`config.mk`:
```
export PLATFORM = sky130hd
export DESIGN_NAME = tt_bin_clock_set_ctrl_flat
export DESIGN_NICKNAME = d
export VERILOG_FILES = /design/src/rtl/tt_bin_clock_set_ctrl_if.sv /design/src/rtl/tt_bin_clock_set_ctrl.sv /design/src/flat_wrapper.sv
export SDC_FILE = /design/constraint.sdc
export NUM_CORES = 1
export LEC_CHECK = 0
export ABC_AREA = 1
export BUFFER_PORTS_ARGS = -buffer_cell sky130_fd_sc_hd__buf_2
export CAP_MARGIN = 25
export CORE_MARGIN = 2
export CORE_UTILIZATION = 40
export CTS_CLUSTER_DIAMETER = 40
export CTS_CLUSTER_SIZE = 8
export DETAILED_ROUTE_END_ITERATION = 12
export PLACE_DENSITY = 0.51
export SKIP_CTS_REPAIR_TIMING = 1
export SLEW_MARGIN = 20
export SYNTH_ARGS = -nofsm -noshare
export SYNTH_HDL_FRONTEND = slang
export SYNTH_SLANG_ARGS = --single-unit
```
`constraint.sdc`:
```
create_clock -name clk_i -period 2.5 [get_ports clk_i]
set_input_delay 0.125 -clock clk_i [delete_from_list [all_inputs] [get_ports clk_i]]
set_output_delay 0.125 -clock clk_i [all_outputs]
set_load 0.02 [all_outputs]
```
`src/rtl/tt_bin_clock_set_ctrl_if.sv`:
```
// rtl/tt_bin_clock_set_ctrl_if.sv - Board-pin / clock-core signal bundle for the time-set front-end
// Purpose: groups the raw pushbutton inputs and the clock-core drive outputs.
// Signals:
//   btn_set_i, btn_dir_i, btn_hour_i, btn_min_i, btn_sec_i : raw board inputs
//   time_set_o, id_switch_o                                 : level outputs to the clock core
//   hour_id_o, minute_id_o, seconds_id_o                    : one-cycle step strobes
// Modports: master = board/stimulus side, slave = the set controller.
interface tt_bin_clock_set_ctrl_if;
  logic btn_set_i;
  logic btn_dir_i;
  logic btn_hour_i;
  logic btn_min_i;
  logic btn_sec_i;
  logic time_set_o;
  logic id_switch_o;
  logic hour_id_o;
  logic minute_id_o;
  logic seconds_id_o;

  modport master (
    output btn_set_i, btn_dir_i, btn_hour_i, btn_min_i, btn_sec_i,
    input  time_set_o, id_switch_o, hour_id_o, minute_id_o, seconds_id_o
  );

  modport slave (
    input  btn_set_i, btn_dir_i, btn_hour_i, btn_min_i, btn_sec_i,
    output time_set_o, id_switch_o, hour_id_o, minute_id_o, seconds_id_o
  );
endinterface

```
`src/rtl/tt_bin_clock_set_ctrl.sv`:
```
// rtl/tt_bin_clock_set_ctrl.sv - Debounced time-set front-end with auto-repeating step strobes
// Purpose: synchronises and debounces the set/direction/step buttons, toggles set mode,
//   and issues one-cycle hour/minute/seconds step pulses with press-and-hold auto-repeat.
// Ports:
//   clk_i   : system clock (100 Hz)
//   reset_i : asynchronous active-high reset
//   bus     : slave side of tt_bin_clock_set_ctrl_if (raw buttons in, set level/strobes out)
module tt_bin_clock_set_ctrl #(
  parameter int DEBOUNCE_CYCLES = 3,
  parameter int REPEAT_DELAY    = 50,
  parameter int REPEAT_PERIOD   = 10,
  parameter int CNT_W           = 8
) (
  input  logic                    clk_i,
  input  logic                    reset_i,
  tt_bin_clock_set_ctrl_if.slave  bus
);

  // Bit order of the conditioned input vectors: {sec, min, hour, dir, set}
  localparam int B_SET = 0;
  localparam int B_DIR = 1;

  localparam logic [CNT_W-1:0] DEB_LIM = CNT_W'(DEBOUNCE_CYCLES - 1);
  localparam logic [CNT_W-1:0] RD_LIM  = CNT_W'(REPEAT_DELAY - 1);
  localparam logic [CNT_W-1:0] RP_LIM  = CNT_W'(REPEAT_PERIOD - 1);

  typedef enum logic [1:0] {IDLE, DELAY, REPEAT} state_t;

  logic [4:0]       raw;
  logic [4:0]       sync1_q, sync1_d;
  logic [4:0]       sync2_q, sync2_d;
  logic [4:0]       deb_q, deb_d;
  logic [CNT_W-1:0] dcnt_q [5];
  logic [CNT_W-1:0] dcnt_d [5];
  logic             set_prev_q, set_prev_d;
  logic             time_set_q, time_set_d;
  logic             id_switch_q, id_switch_d;
  state_t           state_q, state_d;
  logic [2:0]       sel_q, sel_d;      // latched step button, one-hot {sec, min, hour}
  logic [2:0]       pulse_q, pulse_d;  // registered strobes, one-hot {sec, min, hour}
  logic [CNT_W-1:0] rcnt_q, rcnt_d;
  logic [2:0]       step;
  logic [CNT_W-1:0] rlim;

  assign raw  = {bus.btn_sec_i, bus.btn_min_i, bus.btn_hour_i, bus.btn_dir_i, bus.btn_set_i};
  assign step = deb_q[4:2];
  assign rlim = (state_q == DELAY) ? RD_LIM : RP_LIM;

  always_comb begin
    sync1_d     = raw;
    sync2_d     = sync1_q;
    deb_d       = deb_q;
    dcnt_d      = dcnt_q;
    set_prev_d  = deb_q[B_SET];
    id_switch_d = id_switch_q;
    state_d     = state_q;
    sel_d       = sel_q;
    pulse_d     = 3'b000;
    rcnt_d      = rcnt_q;

    // The counter holds how many consecutive earlier samples differed; the level is
    // accepted on the sample that makes it DEBOUNCE_CYCLES in a row.
    for (int i = 0; i < 5; i++) begin
      if (sync2_q[i] == deb_q[i]) begin
        dcnt_d[i] = '0;
      end else if (dcnt_q[i] == DEB_LIM) begin
        deb_d[i]  = sync2_q[i];
        dcnt_d[i] = '0;
      end else if (dcnt_q[i] != '1) begin
        dcnt_d[i] = dcnt_q[i] + 1'b1;
      end
    end

    // Toggle one edge after the debounced set level rises.
    time_set_d = time_set_q ^ (deb_q[B_SET] & ~set_prev_q);

    case (state_q)
      IDLE: begin
        id_switch_d = deb_q[B_DIR];
        // time_set_d is checked too so a strobe never coincides with set mode turning off.
        if (time_set_q && time_set_d && (step != 3'b000)) begin
          if (step[2])      sel_d = 3'b100;
          else if (step[1]) sel_d = 3'b010;
          else              sel_d = 3'b001;
          pulse_d = sel_d;
          rcnt_d  = '0;
          state_d = DELAY;
        end
      end
      DELAY, REPEAT: begin
        // Exit takes priority over a due pulse so nothing fires on the exit edge.
        if (!time_set_d || ((step & sel_q) == 3'b000)) begin
          state_d = IDLE;
          rcnt_d  = '0;
        end else if (rcnt_q == rlim) begin
          pulse_d = sel_q;
          rcnt_d  = '0;
          state_d = REPEAT;
        end else if (rcnt_q != '1) begin
          rcnt_d = rcnt_q + 1'b1;
        end
      end
      default: begin
        state_d = IDLE;
      end
    endcase
  end

  always_ff @(posedge clk_i or posedge reset_i) begin
    if (reset_i) begin
      sync1_q     <= '0;
      sync2_q     <= '0;
      deb_q       <= '0;
      for (int i = 0; i < 5; i++) dcnt_q[i] <= '0;
      set_prev_q  <= 1'b0;
      time_set_q  <= 1'b0;
      id_switch_q <= 1'b0;
      state_q     <= IDLE;
      sel_q       <= 3'b000;
      pulse_q     <= 3'b000;
      rcnt_q      <= '0;
    end else begin
      sync1_q     <= sync1_d;
      sync2_q     <= sync2_d;
      deb_q       <= deb_d;
      for (int i = 0; i < 5; i++) dcnt_q[i] <= dcnt_d[i];
      set_prev_q  <= set_prev_d;
      time_set_q  <= time_set_d;
      id_switch_q <= id_switch_d;
      state_q     <= state_d;
      sel_q       <= sel_d;
      pulse_q     <= pulse_d;
      rcnt_q      <= rcnt_d;
    end
  end

  assign bus.time_set_o   = time_set_q;
  assign bus.id_switch_o  = id_switch_q;
  assign bus.hour_id_o    = pulse_q[0];
  assign bus.minute_id_o  = pulse_q[1];
  assign bus.seconds_id_o = pulse_q[2];

endmodule

```
`src/flat_wrapper.sv`:
```
// flat-port wrapper written by rule: the top's interface ports become plain ports
module tt_bin_clock_set_ctrl_flat 
#(
  parameter int DEBOUNCE_CYCLES = 3,
  parameter int REPEAT_DELAY    = 50,
  parameter int REPEAT_PERIOD   = 10,
  parameter int CNT_W           = 8
)
  (clk_i, reset_i, bus_btn_set_i, bus_btn_dir_i, bus_btn_hour_i, bus_btn_min_i, bus_btn_sec_i, bus_time_set_o, bus_id_switch_o, bus_hour_id_o, bus_minute_id_o, bus_seconds_id_o);
  tt_bin_clock_set_ctrl_if bus_i ();
  input  logic clk_i;
  input  logic reset_i;
  input wire logic [$bits(bus_i.btn_set_i)-1:0] bus_btn_set_i;
  input wire logic [$bits(bus_i.btn_dir_i)-1:0] bus_btn_dir_i;
  input wire logic [$bits(bus_i.btn_hour_i)-1:0] bus_btn_hour_i;
  input wire logic [$bits(bus_i.btn_min_i)-1:0] bus_btn_min_i;
  input wire logic [$bits(bus_i.btn_sec_i)-1:0] bus_btn_sec_i;
  output wire logic [$bits(bus_i.time_set_o)-1:0] bus_time_set_o;
  output wire logic [$bits(bus_i.id_switch_o)-1:0] bus_id_switch_o;
  output wire logic [$bits(bus_i.hour_id_o)-1:0] bus_hour_id_o;
  output wire logic [$bits(bus_i.minute_id_o)-1:0] bus_minute_id_o;
  output wire logic [$bits(bus_i.seconds_id_o)-1:0] bus_seconds_id_o;
  assign bus_i.btn_set_i = bus_btn_set_i;
  assign bus_i.btn_dir_i = bus_btn_dir_i;
  assign bus_i.btn_hour_i = bus_btn_hour_i;
  assign bus_i.btn_min_i = bus_btn_min_i;
  assign bus_i.btn_sec_i = bus_btn_sec_i;
  assign bus_time_set_o = bus_i.time_set_o;
  assign bus_id_switch_o = bus_i.id_switch_o;
  assign bus_hour_id_o = bus_i.hour_id_o;
  assign bus_minute_id_o = bus_i.minute_id_o;
  assign bus_seconds_id_o = bus_i.seconds_id_o;
  tt_bin_clock_set_ctrl #(.DEBOUNCE_CYCLES(DEBOUNCE_CYCLES), .REPEAT_DELAY(REPEAT_DELAY), .REPEAT_PERIOD(REPEAT_PERIOD), .CNT_W(CNT_W)) u_core (.clk_i(clk_i), .reset_i(reset_i), .bus(bus_i));
endmodule
```
==> flow_summary.json <==
{
  "status": "finished clean",
  "endpoint_kind": "register",
  "synth.distinct_cells": 30,
  "skew_ns": 0.00612,
  "n_antenna_cell": 0,
  "finalNonFillerCells": 636,
  "synth_async_sr_flop_share": 1.00,
  "first_pass_iters": 4,
  "antenna_found_initial": 0,
  "port_buffers": 11,
  "die_w_um": 103,
  "timing.hold.worst.class": "in -> async",
  "cts_root_buf": "clkbuf_8",
  "drive_gt1_frac": 0.117,
  "critPathArrivalTime_ns": 1.90,
  "grt_pass1_vias": 2935,
  "reg2reg_depth": 9,
  "insertion_delay_ns": 0.34,
  "start_util": 0.406,
  "die-height_um": 103,
  "dp_hpwl_um": 5480,
  "cts_tree": "yes",
  "die_area_sq_mm": 0.0105,
  "sequentialPowerShare": 0.433,
  "rr_endpoint": "u_core.rcnt_q[6]$_DFFE_PP0P_",
  "yosysMostFrequentCell": "nand2_1",
  "required_ns": 2.78,
  "h-tree-depth": 3,
  "rsz0062_at_grt": "false",
  "setup_viol": 0,
  "final_area_sq_mm": 0.00439,
  "path_buf_inv": 1,
  "swShare": 0.387,
  "synth_edf_count": 0,
  "nets": 521,
  "top_layer_used": "met4",
  "gp_congestion": 0.783,
  "route.detailed.drc": 0,
  "crit_family": "simple AND/OR/NAND/NOR gates",
  "wl_met3_um": 282,
  "reg2reg_slack_ns": 0.88,
  "leakage_nw": 2.20,
  "path_clk_slew_ns": 0.08,
  "dr_wl_met2_um": 3400,
  "peakVddDrop_v": 0.000481,
  "ys_seq_area_frac": 0.475,
  "p_clk_frac": 0.245,
  "rows": 36,
  "synth_area_sq_mm": 0.00390,
  "ys.warnings.count": 0,
  "viasPerCell": 4.87,
  "via_count": 3097,
  "ant_nets": 0,
  "design.core.area_sq_mm": 0.00959,
  "dp.cells": 614,
  "wl_per_cell_um": 12.0,
  "track_usage": 0.163,
  "path_cells": "nand2_1 -> ha_1 -> nor2_1 -> nand2_1 -> inv_2 -> nand2_2 -> nor2_1 -> nand3_1 -> nand2_1",
  "syn-instance-count": 469,
  "start_kind": "register",
  "grt_max_degree": 53,
  "synth_top_cell_by_area": "dfrtp_1",
  "crit_top_cell": "nand2_1",
  "critical-path-max-stage-delay_ns": 0.44,
  "num_io_pins": 12,
  "intPower_mw": 2.32,
  "avgSynthCellArea_sq_um": 8.31,
  "ys_top_cells_by_count": "118 x nand2_1, 74 x dfrtp_1, 54 x inv_1",
  "synth_area_leaders": "dfrtp_1 48%, nand2_1 11%, nand3_1 6.5%",
  "syn_to_final_growth_pct": 12.7,
  "fin_tns_setup_ns": 0,
  "wirelength_um": 7620,
  "worst_slew_pin_slew_ns": 0.492,
  "synth_top_area_share": 0.475,
  "max_freq_ghz": 0.617,
  "path_class": "reg -> reg",
  "ys_ff_latch": 74,
  "syn_nets": 492,
  "power_per_cell_area_mw_per_mm2": 863,
  "fin_crit_sh": 0.648,
  "post_dp_cell_area_sq_mm": 0.00414,
  "max_slew_margin": 0.671,
  "crit_fanout": 9,
  "hold_violations": 0,
  "cp_slowest_cell": "dfrtp_1",
  "fin_crit_ns": 1.62,
  "grt.overflow.total": 0,
  "timing.rr.start": "u_core.deb_q[0]$_DFFE_PP0P_",
  "clockBufferDepth": 2,
  "drt-met1-wl_um": 3830,
  "cts_made_buffers": 9,
  "ys_dominant_reg_cell": "dfrtp_1",
  "grt_pass1_wl_um": 13400,
  "drtIter0Drc": 113,
  "combPwrFrac": 0.322,
  "cts.sinks": 74,
  "nFillCells": 962,
  "drv_slew": 0,
  "switchingPower_mw": 1.47,
  "cap_violations": 0
}
layout make-up:
type	instances	area (sq um)	share of cell area
inverters	55	206	0.0470
repair buffers	18	135	0.0308
multi-input cells	340	1840	0.419
clock buffers	11	141	0.0322
clock inverters	5	53.8	0.0122
well taps	133	166	0.0379
flip-flops and latches	74	1850	0.421
registers in the layout, indices dropped and copies added, names as in the netlist:
name	flops
u_core.bus.time_set_o	1
u_core.dcnt_q	40
u_core.bus.id_switch_o	1
u_core.rcnt_q	8
u_core.sel_q	3
u_core.state_q	2
u_core.pulse_q	3
u_core.deb_q	5
u_core.set_prev_q	1
u_core.sync1_q	5
u_core.sync2_q	5
logic make-up after synthesis:
family          after synthesis  share of synthesized area
buf+inv                      55                     0.0530
flops                        74                      0.475
simple gates                263                      0.313
compound gates               50                     0.0722
fa+ha+maj                    16                     0.0514
mux                           2                    0.00578
xor+xnor                      9                     0.0299
worst min-delay path, cell delays in order:
cell and delay (ns):
dlygate4sd3_1 0.53, buf_2 0.12, inv_2 0.36
power by group through the flow:
stage               registers [mW]  clock network (mW)  logic [mW]
floorplan                     1.64                   0       0.918
global placement              1.66                   0        1.23
detailed placement            1.67                   0        1.23
CTS                           1.65               0.974        1.23
global route                  1.68                1.03        1.42
finish                        1.64               0.929        1.22
metrics by stage:
| stage | setup slack (ns) | power (mW) | util | hold slack, ns |
|---|---|---|---|---|
| after detailed placement | 0.889 | 2.90 | 0.431 | 0.184 |
| after floorplan | 0.493 | 2.56 | - | 0.156 |
| after global routing | 0.673 | 4.13 | 0.458 | 0.360 |
| final | 0.880 | 3.79 | 0.458 | 0.352 |
| after global placement | 0.861 | 2.90 | 0.431 | 0.191 |
| after CTS | 0.870 | 3.86 | 0.452 | -0.200 |
cells in the final DEF (no fill, tap or decap), types with 10 or more instances in the layout:
master,netlist,layout
nand2_1,118,118
dfrtp_1,74,74
inv_1,54,53
nand3_1,51,51
nor2_1,42,42
nand4_1,23,23
o21ai_0,19,19
ha_1,16,16
a21oi_1,15,15
buf_2,0,11
clkbuf_8,0,10
layer usage:
layer	track usage	vias up
li1	-	1598
met1	0.221	1440
met2	0.250	51
met3	0.0441	8
met4	0.0605	0
met5	0	-
how the worst max path moves through the flow:
stage,from,endpoint,slack [ns],cells after the start
after floorplan,reset_i,u_core.bus.id_switch_o$_DFFE_PP0P_,0.49,1
after global placement,u_core.deb_q[0]$_DFFE_PP0P_,u_core.state_q[0]$_DFFE_PP0P_,0.86,9
after detailed placement,u_core.deb_q[0]$_DFFE_PP0P_,u_core.state_q[0]$_DFFE_PP0P_,0.89,9
after CTS,u_core.deb_q[0]$_DFFE_PP0P_,u_core.rcnt_q[7]$_DFFE_PP0P_,0.87,9
after global routing,u_core.deb_q[0]$_DFFE_PP0P_,u_core.rcnt_q[1]$_DFFE_PP0P_,0.67,9
final,u_core.deb_q[0]$_DFFE_PP0P_,u_core.rcnt_q[6]$_DFFE_PP0P_,0.88,9
(Power assumes the default switching activity.)
